[config.mk]
export PLATFORM = sky130hd
export DESIGN_NAME = dino_game_engine
export DESIGN_NICKNAME = d
export VERILOG_FILES = /design/src/rtl/dino_game_engine.sv
export SDC_FILE = /design/constraint.sdc
export NUM_CORES = 1
export LEC_CHECK = 0
export CORE_MARGIN = 8
export CORE_UTILIZATION = 41
export CTS_CLUSTER_SIZE = 30
export DETAILED_ROUTE_END_ITERATION = 8
export SLEW_MARGIN = 20
export SYNTH_ARGS = -nofsm -noshare
export SYNTH_HDL_FRONTEND = slang
export SYNTH_SLANG_ARGS = --single-unit
[constraint.sdc]
create_clock -name clk_20Hz -period 5.32 [get_ports clk_20Hz]
set_input_delay 1.064 -clock clk_20Hz [delete_from_list [all_inputs] [get_ports clk_20Hz]]
set_output_delay 1.064 -clock clk_20Hz [all_outputs]
set_load 0.1 [all_outputs]
[src/rtl/dino_game_engine.sv]
`default_nettype none
// ============================================================================
//  Module      : dino_game_engine
//  Description : Game-state engine for the runner game. Advances one step per
//                game tick: player jump physics, NUM_OBS scrolling obstacles
//                with pattern-driven heights, difficulty ramp, collision
//                detection, saturating score and IDLE/RUN/OVER control.
//  Revision    : 1.0 - initial release
// ============================================================================
module dino_game_engine #(
    parameter int NUM_OBS          = 3,
    parameter int COORD_W          = 11,
    parameter int SCORE_W          = 11,
    parameter int PATTERN_W        = 16,
    parameter int PLAYER_BASE      = 400,
    parameter int PLAYER_LEFT      = 100,
    parameter int PLAYER_W         = 20,
    parameter int PLAYER_H         = 40,
    parameter int OBS_W            = 20,
    parameter int OBS_H            = 20,
    parameter int SPAWN_X          = 600,
    parameter int OBS_SPACING      = 200,
    parameter int RESPAWN_X        = 600,
    parameter int LOW_Y            = 400,
    parameter int HIGH_Y           = 350,
    parameter int SPEED_INIT       = 5,
    parameter int SPEED_MAX        = 15,
    parameter int SPEED_STEP_SCORE = 10,
    parameter int JUMP_STEP        = 3,
    parameter int JUMP_PEAK        = 48
) (
    input  logic                         clk_20Hz,
    input  logic                         rst,
    input  logic                         start,
    input  logic                         jump,
    input  logic [PATTERN_W-1:0]         pattern,
    output logic [COORD_W-1:0]           player_bottom,
    output logic [NUM_OBS*COORD_W-1:0]   obs_x,
    output logic [NUM_OBS*COORD_W-1:0]   obs_y,
    output logic [SCORE_W-1:0]           score,
    output logic [4:0]                   speed,
    output logic                         running,
    output logic                         game_over
);

    // ------------------------------------------------------------------------
    // Derived widths and sized constants
    // ------------------------------------------------------------------------
    localparam int IDX_W = (PATTERN_W > 1) ? $clog2(PATTERN_W) : 1;
    localparam int CNT_W = $clog2(SPEED_STEP_SCORE + NUM_OBS + 1);
    localparam int RET_W = $clog2(NUM_OBS + 1);

    // Collision terms are evaluated one bit wider so sums never wrap.
    localparam logic [COORD_W:0]   C_PL_RIGHT   = (COORD_W+1)'(PLAYER_LEFT + PLAYER_W);
    localparam logic [COORD_W:0]   C_PL_LEFT    = (COORD_W+1)'(PLAYER_LEFT);
    localparam logic [COORD_W:0]   C_OBS_W      = (COORD_W+1)'(OBS_W);
    localparam logic [COORD_W:0]   C_OBS_H      = (COORD_W+1)'(OBS_H);
    localparam logic [COORD_W:0]   C_PL_H       = (COORD_W+1)'(PLAYER_H);

    localparam logic [COORD_W-1:0] C_BASE       = COORD_W'(PLAYER_BASE);
    localparam logic [COORD_W-1:0] C_RESPAWN    = COORD_W'(RESPAWN_X);
    localparam logic [COORD_W-1:0] C_LOW_Y      = COORD_W'(LOW_Y);
    localparam logic [COORD_W-1:0] C_HIGH_Y     = COORD_W'(HIGH_Y);
    localparam logic [COORD_W-1:0] C_JSTEP      = COORD_W'(JUMP_STEP);
    localparam logic [COORD_W-1:0] C_JPEAK      = COORD_W'(JUMP_PEAK);
    localparam logic [4:0]         C_SPEED_INIT = 5'(SPEED_INIT);
    localparam logic [4:0]         C_SPEED_MAX  = 5'(SPEED_MAX);
    localparam logic [CNT_W-1:0]   C_STEP       = CNT_W'(SPEED_STEP_SCORE);
    localparam logic [IDX_W-1:0]   C_IDX_INIT   = IDX_W'(NUM_OBS % PATTERN_W);
    localparam logic [IDX_W-1:0]   C_IDX_LAST   = IDX_W'(PATTERN_W - 1);

    // Game control states
    localparam logic [1:0] S_IDLE = 2'd0;
    localparam logic [1:0] S_RUN  = 2'd1;
    localparam logic [1:0] S_OVER = 2'd2;

    // Jump phases
    localparam logic [1:0] J_GROUND = 2'd0;
    localparam logic [1:0] J_RISE   = 2'd1;
    localparam logic [1:0] J_FALL   = 2'd2;

    // ------------------------------------------------------------------------
    // Registers
    // ------------------------------------------------------------------------
    logic [1:0]          r_state;
    logic [1:0]          r_jphase;
    logic [COORD_W-1:0]  r_height;
    logic [COORD_W-1:0]  r_player_bottom;
    logic [COORD_W-1:0]  r_obs_x [NUM_OBS];
    logic [COORD_W-1:0]  r_obs_y [NUM_OBS];
    logic [IDX_W-1:0]    r_idx;
    logic [SCORE_W-1:0]  r_score;
    logic [4:0]          r_speed;
    logic [CNT_W-1:0]    r_spd_cnt;

    // ------------------------------------------------------------------------
    // Combinational next values
    // ------------------------------------------------------------------------
    logic [1:0]          w_state_nxt;
    logic                w_collide;
    logic                w_init;
    logic                w_advance;
    logic [1:0]          w_jphase_nxt;
    logic [COORD_W-1:0]  w_height_nxt;
    logic [COORD_W-1:0]  w_rise_height;
    logic [COORD_W-1:0]  w_obs_x_nxt [NUM_OBS];
    logic [COORD_W-1:0]  w_obs_y_nxt [NUM_OBS];
    logic [IDX_W-1:0]    w_idx;
    logic [RET_W-1:0]    w_retired;
    logic [SCORE_W:0]    w_score_sum;
    logic [SCORE_W-1:0]  w_score_nxt;
    logic [CNT_W-1:0]    w_cnt_sum;
    logic [CNT_W-1:0]    w_cnt_nxt;
    logic [4:0]          w_speed_nxt;

    // Init happens on a start request from either resting state; otherwise
    // the world advances only on a RUN tick that did not end in a hit.
    assign w_init    = start && ((r_state == S_IDLE) || (r_state == S_OVER));
    assign w_advance = (r_state == S_RUN) && !w_collide;

    // Bounding-box overlap of the player against every obstacle, using the
    // values currently on the outputs.
    always_comb begin
        w_collide = 1'b0;
        for (int i = 0; i < NUM_OBS; i++) begin
            if (({1'b0, r_obs_x[i]} < C_PL_RIGHT) &&
                (({1'b0, r_obs_x[i]} + C_OBS_W) > C_PL_LEFT) &&
                (({1'b0, r_player_bottom} + C_OBS_H) > {1'b0, r_obs_y[i]}) &&
                ({1'b0, r_player_bottom} < ({1'b0, r_obs_y[i]} + C_PL_H))) begin
                w_collide = 1'b1;
            end
        end
    end

    // FSM state register.
    always_ff @(posedge clk_20Hz or posedge rst) begin
        if (rst) begin
            r_state <= S_IDLE;
        end else begin
            r_state <= w_state_nxt;
        end
    end

    // FSM next state: start is honoured only outside RUN.
    always_comb begin
        w_state_nxt = r_state;
        case (r_state)
            S_IDLE:  if (start)     w_state_nxt = S_RUN;
            S_RUN:   if (w_collide) w_state_nxt = S_OVER;
            S_OVER:  if (start)     w_state_nxt = S_RUN;
            default:                w_state_nxt = S_IDLE;
        endcase
    end

    // FSM outputs decoded from the state register.
    always_comb begin
        running   = (r_state == S_RUN);
        game_over = (r_state == S_OVER);
    end

    // Obstacle motion and retirement; retirements consume pattern bits in
    // ascending obstacle order within one tick.
    always_comb begin
        w_idx     = r_idx;
        w_retired = '0;
        for (int i = 0; i < NUM_OBS; i++) begin
            w_obs_x_nxt[i] = r_obs_x[i];
            w_obs_y_nxt[i] = r_obs_y[i];
        end
        if (w_init) begin
            w_idx = C_IDX_INIT;
            for (int i = 0; i < NUM_OBS; i++) begin
                w_obs_x_nxt[i] = COORD_W'(SPAWN_X + i * OBS_SPACING);
                w_obs_y_nxt[i] = pattern[i % PATTERN_W] ? C_HIGH_Y : C_LOW_Y;
            end
        end else if (w_advance) begin
            for (int i = 0; i < NUM_OBS; i++) begin
                if (r_obs_x[i] < COORD_W'(r_speed)) begin
                    w_obs_x_nxt[i] = C_RESPAWN;
                    w_obs_y_nxt[i] = pattern[w_idx] ? C_HIGH_Y : C_LOW_Y;
                    w_idx          = (w_idx == C_IDX_LAST) ? '0 : w_idx + IDX_W'(1);
                    w_retired      = w_retired + RET_W'(1);
                end else begin
                    w_obs_x_nxt[i] = r_obs_x[i] - COORD_W'(r_speed);
                end
            end
        end
    end

    // Saturating score and the difficulty ramp driven by the retire count.
    always_comb begin
        w_score_sum = {1'b0, r_score} + (SCORE_W+1)'(w_retired);
        w_cnt_sum   = r_spd_cnt + CNT_W'(w_retired);
        w_score_nxt = r_score;
        w_cnt_nxt   = r_spd_cnt;
        w_speed_nxt = r_speed;
        if (w_init) begin
            w_score_nxt = '0;
            w_cnt_nxt   = '0;
            w_speed_nxt = C_SPEED_INIT;
        end else if (w_advance) begin
            w_score_nxt = w_score_sum[SCORE_W] ? '1 : w_score_sum[SCORE_W-1:0];
            if (w_cnt_sum >= C_STEP) begin
                w_cnt_nxt   = w_cnt_sum - C_STEP;
                w_speed_nxt = (r_speed < C_SPEED_MAX) ? r_speed + 5'd1 : r_speed;
            end else begin
                w_cnt_nxt   = w_cnt_sum;
            end
        end
    end

    // Jump physics: the accept tick only arms the rise, height moves after.
    always_comb begin
        w_jphase_nxt  = r_jphase;
        w_height_nxt  = r_height;
        w_rise_height = r_height + C_JSTEP;
        if (w_init) begin
            w_jphase_nxt = J_GROUND;
            w_height_nxt = '0;
        end else if (w_advance) begin
            case (r_jphase)
                J_GROUND: begin
                    if (jump) w_jphase_nxt = J_RISE;
                end
                J_RISE: begin
                    w_height_nxt = w_rise_height;
                    if (w_rise_height >= C_JPEAK) w_jphase_nxt = J_FALL;
                end
                J_FALL: begin
                    if (r_height <= C_JSTEP) begin
                        w_height_nxt = '0;
                        w_jphase_nxt = J_GROUND;
                    end else begin
                        w_height_nxt = r_height - C_JSTEP;
                    end
                end
                default: begin
                    w_height_nxt = '0;
                    w_jphase_nxt = J_GROUND;
                end
            endcase
        end
    end

    // World-state registers feeding the renderer.
    always_ff @(posedge clk_20Hz or posedge rst) begin
        if (rst) begin
            r_jphase        <= J_GROUND;
            r_height        <= '0;
            r_player_bottom <= C_BASE;
            r_idx           <= '0;
            r_score         <= '0;
            r_speed         <= C_SPEED_INIT;
            r_spd_cnt       <= '0;
            for (int i = 0; i < NUM_OBS; i++) begin
                r_obs_x[i] <= COORD_W'(SPAWN_X + i * OBS_SPACING);
                r_obs_y[i] <= C_LOW_Y;
            end
        end else begin
            r_jphase        <= w_jphase_nxt;
            r_height        <= w_height_nxt;
            r_player_bottom <= C_BASE - w_height_nxt;
            r_idx           <= w_idx;
            r_score         <= w_score_nxt;
            r_speed         <= w_speed_nxt;
            r_spd_cnt       <= w_cnt_nxt;
            for (int i = 0; i < NUM_OBS; i++) begin
                r_obs_x[i] <= w_obs_x_nxt[i];
                r_obs_y[i] <= w_obs_y_nxt[i];
            end
        end
    end

    // Pack per-obstacle coordinates onto the output buses.
    generate
        for (genvar g = 0; g < NUM_OBS; g++) begin : g_pack
            assign obs_x[g*COORD_W +: COORD_W] = r_obs_x[g];
            assign obs_y[g*COORD_W +: COORD_W] = r_obs_y[g];
        end
    endgenerate

    assign player_bottom = r_player_bottom;
    assign score         = r_score;
    assign speed         = r_speed;

endmodule
`default_nettype wire

Yosys cells after proc, flatten, opt, wreduce, memory -nomap -nowiden

Cells that the tools add are included.
W data, S select, Z words.

Add/subtract/negate cells: 22
Order comparisons: 22
Eq/ne operators: 12
Muxes and demuxes: 69
Reduce and logical (&&, ||, !) cells: 28

Operator list:

| cell                    | count |
|---|---|
| $mux W11                | 12 |
| $mux W33                | 4 |
| $mux W4                 | 15 |
| $add A11 B5 Y12 const B | 4 |
| $mux W8                 | 6 |
| $add A11 B6 Y12 const B | 3 |
| $gt A12 B11 Y1          | 3 |
| $gt A12 B7 Y1 const B   | 3 |
| $lt A11 B12 Y1          | 3 |
| $lt A11 B5 Y1           | 3 |
| $lt A11 B7 Y1 const B   | 3 |
| $pmux W11 S3            | 1 |
| $sub A11 B5 Y11         | 3 |
| $mux W2                 | 15 |
| $mux W5                 | 4 |
| $lt A4 B5 Y1 const B    | 3 |
| $add A11 B2 Y12         | 1 |
| $add A4 B1 Y4 const B   | 3 |
| $bmux W1 S4             | 3 |
| $eq A4 B4 Y1 const B    | 3 |
| $reduce_bool A2 Y1      | 6 |
| $add A11 B2 Y11 const B | 1 |
| $ge A11 B6 Y1 const B   | 1 |
| $le A11 B2 Y1 const B   | 1 |
| 23 further kinds        | 49 |

Bits in registers: 116
Output and inout bits: 95
Logic and storage cells: 167

Depth between registers and ports, before layout

Word-level depth: 25
Gate-level depth with buffers: 24
Gate-level depth less buffers: 20

Worst setup path after synthesis

Ideal clock, no wire load.

Kind: reg2reg
Start: register r_player_bottom[2] (netlist: player_bottom[2])
End: register r_speed[4] (netlist: speed[4])
Library setup time: 0.078 ns
Arrival: 5.515 ns
Required time: 5.242 ns
Path slack: -0.274 ns
Stages on the path, launching flop included: 22
Path buffers: 3
Period minus slack after synthesis: 5.594 ns
Cell sequence: dfrtp_1 ha_1 o21ai_0 xnor2_1 ha_1 nand2_1 a211oi_1 a311oi_1 o41ai_1 a221oi_2 nand2_4 buf_6 buf_2 clkbuf_1 nor2_1 ha_1 fa_1 inv_1 and2_1 nor4_4 nand4_1 a21oi_1

Word-level cells in the longest chain between the ends: 15
Elaborated cells between the ends (all ways): 25
Those cells by class: add/sub (2); order compare (7); mux (5); reduce/logical (11)

RTL lines:

| element                                | RTL line | source |
|---|---|---|
| from (decl)                            | 88       | `logic [COORD_W-1:0] r_player_bottom;` |
| from (signal assigned)                 | 262      | `r_player_bottom <= C_BASE - w_height_nxt;` |
| $add A11 B5 Y12                        | 128      | `(({1'b0, r_player_bottom} + C_OBS_H) > {1'b0, r_obs_y[i]}) &&` |
| $gt A12 B11 Y1                         | 128      |  |
| $logic_and A1 B1 Y1                    | 127      | `(({1'b0, r_obs_x[i]} + C_OBS_W) > C_PL_LEFT) &&` |
| $logic_and A1 B1 Y1                    | 128      |  |
| $mux W1 (2 in series)                  | 126      | `if (({1'b0, r_obs_x[i]} < C_PL_RIGHT) &&` |
| $mux W1 (*)                            | 126      |  |
| $logic_not A1 Y1 (*)                   | 119      | `assign w_advance = (r_state == S_RUN) && !w_collide;` |
| $logic_and A1 B1 Y1 (*)                | 119      |  |
| $mux W2                                | 176      | `end else if (w_advance) begin` |
| $mux W2                                | 170      | `if (w_init) begin` |
| $add A4 B2 Y4                          | 193      | `w_cnt_sum = r_spd_cnt + CNT_W'(w_retired);` |
| $ge A4 B4 Y1                           | 203      | `if (w_cnt_sum >= C_STEP) begin` |
| $reduce_bool A2 Y1 (no source line)    | -        |  |
| $reduce_and A3 Y1 (no source line) (*) | -        |  |
| to (signal assigned)                   | 265      | `r_speed <= w_speed_nxt;` |
| to (decl)                              | 93       | `logic [4:0] r_speed;` |

Every way passes the cells marked *; elsewhere a longest branch is shown, timed or not.
A chain may end at the register's enable or synchronous reset.

Worst setup path after layout

Start: register r_player_bottom[2] (netlist: player_bottom[2])
End: register r_score[2] (netlist: score[2])

Word-level cells in the longest chain between the ends: 15
Elaborated cells between the ends (all ways): 25
Those cells by class: add/sub (2); order compare (6); mux (8); reduce/logical (9)

RTL lines:

| element                 | RTL line | source |
|---|---|---|
| $add A11 B5 Y12         | 128      |  |
| $gt A12 B11 Y1          | 128      |  |
| $logic_and A1 B1 Y1     | 127      |  |
| $logic_and A1 B1 Y1     | 128      |  |
| $mux W1 (2 in series)   | 126      |  |
| $mux W1 (*)             | 126      |  |
| $logic_not A1 Y1 (*)    | 119      |  |
| $logic_and A1 B1 Y1 (*) | 119      |  |
| $mux W2                 | 176      |  |
| $mux W2                 | 170      |  |
| $add A11 B2 Y12         | 192      | `w_score_sum = {1'b0, r_score} + (SCORE_W+1)'(w_retired);` |
| $mux W11                | 202      | `w_score_nxt = w_score_sum[SCORE_W] ? '1 : w_score_sum[SCORE_W-1:0];` |
| $mux W11                | 201      | `end else if (w_advance) begin` |
| $mux W11                | 197      | `if (w_init) begin` |
| to (signal assigned)    | 264      | `r_score <= w_score_nxt;` |
| to (decl)               | 92       | `logic [SCORE_W-1:0] r_score;` |

Every way passes the cells marked *; elsewhere a longest branch is shown, timed or not. The select of a mux whose other input is x is not followed.

==> results.cfg <==
[critical_path]
max_stage_delay_ns = 0.57
critPathMaxFanout = 10
crit_family = compound AO/OA/AOI/OAI gates
worst-path-buf-inv = 1
cp.required_ns = 5.57
critPathCaptureType = flip-flop
worstPathCellList = ha_1 -> o21ai_0 -> xnor2_1 -> ha_1 -> nand2_1 -> a211oi_1 -> a311oi_1 -> o41ai_1 -> a221o_1 -> nor2_4 -> nand2b_1 -> inv_1 -> ha_1 -> a21oi_1 -> nor2b_1 -> nand3_1 -> or3_1 -> nand2_1 -> a21oi_1 -> a311oi_1
cp_slowest_cell = or3_1
arrival_ns = 5.12
cp_common_cell = ha_1
worst-r2r-setup-slack_ns = 0.45
crit_type = flip-flop to flip-flop
start_kind = flip-flop

[global_routing]
grt_pass1_wl_mm = 37.9
grt_usage = 0.193
grt_max_degree = 44
grt_pass1_vias = 6862
antenna_found_initial = 0
grt-ovfl-total = 0

[synthesis]
synth.distinct_cells = 96
synth_ff_type = dfrtp_1
syn_inst = 925
synth_edf_count = 0
netlist.top_cell.by_area = dfrtp_1
avgSynthCellArea_sq_um = 8.74
yosysTopAreaCellShare = 0.207
async_flop_share = 1.00
yosys_warnings = 0
synth_area_sq_um = 8090
ys_ff_latch = 88
ys_top_cells_by_area = dfrtp_1 21%, ha_1 11%, dfstp_2 6.8%, nand2_1 3.5%, nor2_1 3.2%
synth-seq-area-share = 0.276

[sta]
setup_viol = 0
fmax_mhz = 205
period_minus_slack_ns = 4.87
worst_slew_pin_slew_ns = 1.06
finalSetupTns_ns = 0
slew_headroom = 0.289
final_hold_viol_count = 0
setup_slack_ns = 0.449
rsz0062_at_grt = no
fin_worst_skew_ns = 0.0171
fin_crit_sh = 0.916
timing.final.max_slew_violations = 0

[drt]
post_drt_wl_per_cell_um = 18.7
ant_nets = 0
drcViolationCount = 0
avgViaCountPerCell = 5.73
first_pass_iters = 5
drt_iter0_markers = 518
num_vias = 7177
routed_wirelength_mm = 23.4

[cells_and_area]
post-route-cell-area_sq_um = 9380
layout.nets = 1077
stdcell_count = 1253
antennaDiodeCount = 0
drive_above_1_share = 0.102
synthToLayoutAreaGrowth_pct = 16.0

[job]
drv_cap = 0

[clocking]
clkSinkCount = 88
cts_tree = done
clkTransAtPathRegs_ns = 0.07
postCtsSetupBuffers = 0
clock_latency_ns = 0.35
cts_made_buffers = 9
post_cts_resized = 0
root_buffer = clkbuf_16
cts.path.max_buffers = 2
htree_levels = 3
hold_buffers = 0

[hold_path]
hold_path_class = flip-flop to flip-flop

[placement]
dp_hpwl_mm = 17.3
placed_area_sq_um = 9090
placedCellCount = 1237
portBuffers = 96
dpl_worst_slack_ns = 0.464
gp_congestion = 0.837

[outcome]
status = completed

[floorplanning]
dieArea_sq_um = 24500
fp.dieW_um = 156
rows = 51
start_util = 0.417
die_h_um = 156
core_area_sq_um = 19400
ios = 115
flip-flops by register name, indices dropped and copies added, names as in the netlist:
name,flops
obs_x,33
obs_y,6
player_bottom,11
r_height,10
r_idx,4
r_jphase,2
r_spd_cnt,4
r_state,2
score,11
speed,5
cells in the final DEF, fill, tap and decap left out, types with 13 or more instances in the layout:
master	instances
clkdlybuf4s50_1	96
nand2_1	76
nor2_1	69
ha_1	69
dfrtp_1	63
inv_1	56
a21oi_1	48
o21ai_0	46
nand3_1	37
nor3_1	30
mux2i_1	22
dfstp_2	21
xnor2_1	18
conb_1	18
nand4_1	14
and2_1	14
a31oi_1	14
xor2_1	13
layout make-up:
cell class              instances  area (sq um)
clock buffers                  13           240
clock inverters                 3          46.3
fillers                      1899         10000
inverters                      60           226
multi-input cells             716          5250
flip-flops and latches         88          2230
well taps                     265           332
repair buffers                108          1050
path summary, 6_finish.rpt:
check / startpoint / to / cells after the start
max: player_bottom[2] / score[2] / 20
max reg2reg: player_bottom[2] / score[2] / 20
min reg2reg: r_spd_cnt[0] / r_spd_cnt[0] / 2
min: r_spd_cnt[0] / r_spd_cnt[0] / 2
min in group asynchronous: rst / r_height[4] / 2
max in group asynchronous: rst / obs_x[27] / 3
synthesized netlist by cell type, types with 6 or more instances:
library cell and n:
nand2_1 76, nor2_1 70, ha_1 69, dfrtp_1 67, inv_1 57, a21oi_1 48, o21ai_0 46, nand3_1 37
clkbuf_1 31, nor3_1 30, buf_4 28, mux2i_1 22, dfstp_2 21, xnor2_1 18, a31oi_1 14, and2_1 14
nand4_1 14, xor2_1 13, a211oi_1 12, mux4_2 10, o31ai_1 10, buf_2 9, nor2b_1 9, o211ai_1 9
or3_1 9, nor4_1 8, a21o_1 7, a311oi_1 7, nand2b_1 7, o41ai_1 7, and3_1 6, buf_6 6
nand3b_1 6, or4_1 6
metal layers:
layer,vias up,part of all wire,GRT usage
met5,-,0,0
met4,0,0.013,0.0526
met1,3472,0.50,0.280
met2,206,0.43,0.290
met3,20,0.060,0.0320
li1,3479,-,-
logic make-up (layout without fill, tap and decap cells):
kind of cell / count (synthesis) / count (layout) / synth area share
DFF: 88 / 88 / 0.276
xor gates and xnor gates: 34 / 34 / 0.0410
and+or+nand+nor: 319 / 319 / 0.209
adders and majority gates: 74 / 74 / 0.119
AOI/OAI and AO/OA: 234 / 234 / 0.208
muxes: 37 / 37 / 0.0621
other: 2 / 18 / 0.000929
buffers and inverters: 137 / 184 / 0.0836
per-stage QoR:
stage	hold slack (ns)	utilization
floorplan	0.508	-
global placement	0.516	0.469
detailed placement	0.528	0.469
CTS	0.538	0.483
global route	0.561	0.483
finish	0.542	0.483
tightest hold or removal path: cells and delay by family, from the launching register on:
| family | cells | cell delay [ns] |
|---|---|---|
| flops | 1 | 0.38 |
| simple gates | 1 | 0.06 |
| compound gates | 1 | 0.06 |
Power is not shown: default switching activity piles up to over one toggle a cycle in this logic, so the estimate is an artifact.
